$ cat config.mk
export PLATFORM = sky130hd
export DESIGN_NAME = vcpu_memdump
export DESIGN_NICKNAME = d
export VERILOG_FILES = /design/src/rtl/vcpu_memdump.sv
export SDC_FILE = /design/constraint.sdc
export NUM_CORES = 1
export LEC_CHECK = 0
export ABC_AREA = 1
export BUFFER_PORTS_ARGS = -buffer_cell sky130_fd_sc_hd__buf_4
export CORE_ASPECT_RATIO = 0.9
export CORE_UTILIZATION = 52
export DETAILED_ROUTE_END_ITERATION = 12
export PLACE_DENSITY = 0.79
export SLEW_MARGIN = 5
export SYNTH_ARGS = -nofsm -noshare
export SYNTH_HDL_FRONTEND = slang
export SYNTH_SLANG_ARGS = --single-unit
export TNS_END_PERCENT = 100
$ cat constraint.sdc
create_clock -name clk -period 1.65 [get_ports clk]
set_input_delay 0.33 -clock clk [delete_from_list [all_inputs] [get_ports clk]]
set_output_delay 0.33 -clock clk [all_outputs]
set_load 0.02 [all_outputs]
$ cat src/rtl/vcpu_memdump.sv
// Bus-mastering readback engine: reads a byte range from vcpu_mem and streams
// each byte with its address over valid/ready, keeping a running 8-bit checksum.
module vcpu_memdump (
  input  logic        clk,
  input  logic        reset,
  input  logic        start,
  input  logic [15:0] startAddress,
  input  logic [15:0] length,
  output logic        busy,
  output logic        memReq,
  input  logic        memGrant,
  output logic        memClk,
  output logic        memWE,
  output logic [15:0] memAddress,
  output logic [7:0]  memData,
  input  logic [7:0]  memQ,
  output logic        outValid,
  input  logic        outReady,
  output logic [7:0]  outData,
  output logic [15:0] outAddress,
  output logic        done,
  output logic [7:0]  checksum
);

  typedef enum logic [2:0] {
    S_IDLE,
    S_REQ,
    S_SETUP,
    S_STROBE,
    S_SEND,
    S_DONE
  } state_t;

  state_t      r_state;
  state_t      w_next;
  logic [15:0] r_addr;
  logic [15:0] r_remain;
  logic [15:0] r_outAddress;
  logic [7:0]  r_outData;
  logic [7:0]  r_checksum;
  logic        r_memClk;
  logic        w_accept;
  logic        w_capture;
  logic        w_handshake;

  always_comb begin
    w_next      = r_state;
    w_accept    = 1'b0;
    w_capture   = 1'b0;
    w_handshake = 1'b0;
    case (r_state)
      S_IDLE: begin
        if (start) begin
          w_accept = 1'b1;
          w_next   = (length == '0) ? S_DONE : S_REQ;
        end
      end
      S_REQ: begin
        if (memGrant) w_next = S_SETUP;
      end
      S_SETUP: begin
        w_next = memGrant ? S_STROBE : S_REQ;
      end
      S_STROBE: begin
        // losing the grant here discards the read; the address is retried
        if (!memGrant) begin
          w_next = S_REQ;
        end else begin
          w_capture = 1'b1;
          w_next    = S_SEND;
        end
      end
      S_SEND: begin
        if (outReady) begin
          w_handshake = 1'b1;
          w_next      = (r_remain == 16'd1) ? S_DONE : S_SETUP;
        end
      end
      S_DONE: begin
        w_next = S_IDLE;
      end
      default: begin
        w_next = S_IDLE;
      end
    endcase
  end

  always_ff @(posedge clk) begin
    if (reset) begin
      r_state      <= S_IDLE;
      r_addr       <= '0;
      r_remain     <= '0;
      r_outAddress <= '0;
      r_outData    <= '0;
      r_checksum   <= '0;
      r_memClk     <= 1'b0;
    end else begin
      r_state  <= w_next;
      // strobe is registered so it is high for exactly the STROBE cycle
      r_memClk <= (w_next == S_STROBE);
      if (w_accept) begin
        r_addr     <= startAddress;
        r_remain   <= length;
        r_checksum <= '0;
      end
      if (w_capture) begin
        r_outData    <= memQ;
        r_outAddress <= r_addr;
        r_checksum   <= r_checksum + memQ;
      end
      if (w_handshake) begin
        r_addr   <= r_addr + 16'd1;
        r_remain <= r_remain - 16'd1;
      end
    end
  end

  assign busy       = (r_state != S_IDLE);
  assign memReq     = (r_state == S_REQ) || (r_state == S_SETUP) ||
                      (r_state == S_STROBE) || (r_state == S_SEND);
  assign memClk     = r_memClk;
  assign memWE      = 1'b0;
  assign memAddress = r_addr;
  assign memData    = '0;
  assign outValid   = (r_state == S_SEND);
  assign outData    = r_outData;
  assign outAddress = r_outAddress;
  assign done       = (r_state == S_DONE);
  assign checksum   = r_checksum;

endmodule
==> flow_summary.json <==
{
  "insertion_delay_ns": 0.34,
  "hold_end": "outData[5]",
  "hold_violations": 0,
  "grt_pass1_wl_um": 17200,
  "routed.top_layer": "met4",
  "hold_class": "primary input to flop",
  "yosysMostFrequentCell": "nand2_1",
  "crit_path_start_kind": "flop",
  "period_share": 0.946,
  "min_from": "memQ[5]",
  "hpwl_um": 7900,
  "grt_usage": 0.270,
  "crit_family": "flip-flops",
  "nNetsFinal": 760,
  "area_growth_pct": 27.6,
  "drcViolationCount": 0,
  "path_cells": "inv_2 -> nor3_1 -> buf_4",
  "antennaDiodeCount": 0,
  "reg2reg_depth": 6,
  "fin_skew_ns": 0.00841,
  "synthDistinctLibCells": 42,
  "synthArstFlopShare": 0,
  "reg2reg_slack_ns": 0.10,
  "grt-ovfl-total": 0,
  "antenna_found_initial": 0,
  "cpMaxStageDelayCell": "dfxtp_1",
  "max-clock-path-buffers": 2,
  "netlist_top_cells_count": "nand2_1, nor2_1, dfxtp_1",
  "htree_levels": 3,
  "comb_power_share": 0.220,
  "std_cell_rows": 29,
  "yosys_warnings": 0,
  "cp-startpoint": "r_state[2]",
  "clkPwrFrac": 0.346,
  "switching_share": 0.309,
  "place.gp.congestion": 0.877,
  "synthTopCellsByArea": "dfxtp_1, nand2_1, nor2_1",
  "grt_pass1_vias": 3863,
  "p_switching_w": 0.00129,
  "p_leak_nw": 2.33,
  "ys_seq_elements": 68,
  "seq_power_share": 0.435,
  "initial_core_util": 0.550,
  "slew_violations": 0,
  "setup_slack_ns": 0.0888,
  "final_util": 0.702,
  "cts_hold_buffers": 0,
  "post-route-min-period_ns": 1.56,
  "route.met2.wl_um": 5180,
  "stdcell_count": 802,
  "coreArea_um2": 7220,
  "dp_slack_ns": -0.0251,
  "cp-end-kind": "output port",
  "yosysSeqAreaShare": 0.343,
  "wl_met1_um": 4570,
  "yosys.area.top_type": "dfxtp_1",
  "r2r-end": "r_remain[15]",
  "synth_top_area_frac": 0.343,
  "cts.clk_slew.worst_paths_ns": 0.08,
  "drive_gt1_frac": 0.216,
  "root_buffer": "clkbuf_8",
  "crit_required_ns": 1.32,
  "synth_edf_count": 0,
  "status": "complete, no violations",
  "whs_ns": 0.260,
  "antenna_left": 0,
  "dr.pass1.iters": 5,
  "synthCells": 599,
  "criticalPathCategory": "flop to output port",
  "die_h_um": 84.9,
  "setup_violations": 0,
  "postSynth.topFlopCell": "dfxtp_1",
  "maxCapViolations": 0,
  "drt_iter0_drc": 315,
  "clock-sinks": 68,
  "crit_arrival_ns": 1.23,
  "port_buffers": 97,
  "max_freq_mhz": 641,
  "avgSynthCellArea_um2": 6.63,
  "critical_path.max_stage_delay_ns": 0.44,
  "path_buf_inv": 2,
  "dp.cells": 785,
  "intPower_w": 0.00288,
  "vias": 4273,
  "wl_met3_um": 858,
  "p_per_area_nw_per_um2": 822,
  "tritoncts.num_buffers": 9,
  "avgViaCountPerCell": 5.33,
  "cts_tree": "yes",
  "routed_wl_um": 10800,
  "dieWidth_um": 94.1,
  "critPathMaxFanout": 5,
  "min_path_cells": 3,
  "grt_max_degree": 40,
  "die_area_um2": 7990,
  "ir_drop_mv": 0.563,
  "avgRoutedWirePerCell_um": 13.4,
  "r2r_start": "r_state[0]",
  "io_pins": 107,
  "synth_area_um2": 3970,
  "rsz0062_at_grt": "no"
}
==> power groups by stage <==
stage | Clock, W | Sequential [W] | Combinational (W)
floorplan | 0 | 0.00188 | 0.000545
global placement | 0 | 0.00184 | 0.000874
detailed placement | 0 | 0.00185 | 0.000892
CTS | 0.00146 | 0.00181 | 0.000896
global route | 0.00153 | 0.00182 | 0.00100
finish | 0.00144 | 0.00181 | 0.000916
==> how the worst max path moves through the flow <==
stage          slack [ns]     endpoint  cells after the start
3_3_place_gp       -0.002  checksum[4]                      8
6_report             0.09         done                      3
4_1_cts              0.04     outValid                      4
2_1_floorplan        0.09  checksum[4]                      7
5_1_grt              0.01  checksum[4]                      7
3_5_place_dp        -0.03  checksum[4]                      8
==> registers in the layout (all words and copies together), names as in the netlist <==
signal      count
r_remain       16
checksum        8
memClk          1
outData         8
outAddress     16
r_state         3
memAddress     16
==> stage by stage <==
stage / total power (W) / setup TNS [ns] / instance area, um2
floorplan: 0.00243 / 0 / 4000
global placement: 0.00271 / -0.00203 / 4840
detailed placement: 0.00274 / -0.0251 / 4840
CTS: 0.00416 / 0 / 5050
global route: 0.00436 / 0 / 5070
finish: 0.00417 / 0 / 5070
==> worst min-delay path: cells and delay by family <==
kind | cells | cell delay, ns
buffers and inverters | 1 | 0.09
AOI/OAI and AO/OA | 1 | 0.07
and+or+nand+nor | 1 | 0.08
==> cell families (layout without fill, tap and decap cells) <==
family	Yosys count	in the layout	synth area share
and+or+nand+nor	293	293	0.315
xor gates and xnor gates	10	10	0.0221
buffers and inverters	92	194	0.113
AOI/OAI and AO/OA	124	124	0.169
other	1	9	0.000944
DFF	68	68	0.343
adders and majority gates	11	11	0.0365
==> area by class of cell <==
class                           count  area (um2)
Clock buffer                       11         151
Clock inverter                      5        58.8
Fill cell                         627        2150
Inverter                           60         230
Multi-Input combinational cell    447        2200
Sequential cell                    68        1360
Tap cell                           93         116
Timing Repair Buffer              118         948
==> placed cells by master (no fill, tap or decap), types with 3 or more instances in the layout <==
cell type	instances
nand4_1	7
a31oi_1	5
ha_1	9
xnor2_1	3
o21ai_0	49
nor2_1	83
nor3_1	4
clkbuf_8	11
xor2_1	7
inv_1	55
nor2_2	3
buf_4	113
o21ai_1	4
o21a_1	6
buf_12	5
dfxtp_1	68
conb_1	9
nand3_1	41
a21oi_1	50
nand3b_1	5
inv_2	3
nand2_1	140
==> per-layer routing <==
layer  vias up  track usage
met2       180        0.449
met1      1938        0.345
met3        15       0.0699
met5         -            0
met4         0       0.0769
li1       2140            -
==> what timing repair did <==
item / in CTS / in global routing
endpoints found under the hold margin: 0 / 0
buffers inserted: 0 / 1
endpoints found under the setup margin: 0 / 7
gates resized for setup: 0 / 4
Power figures use the tool's default switching activity.
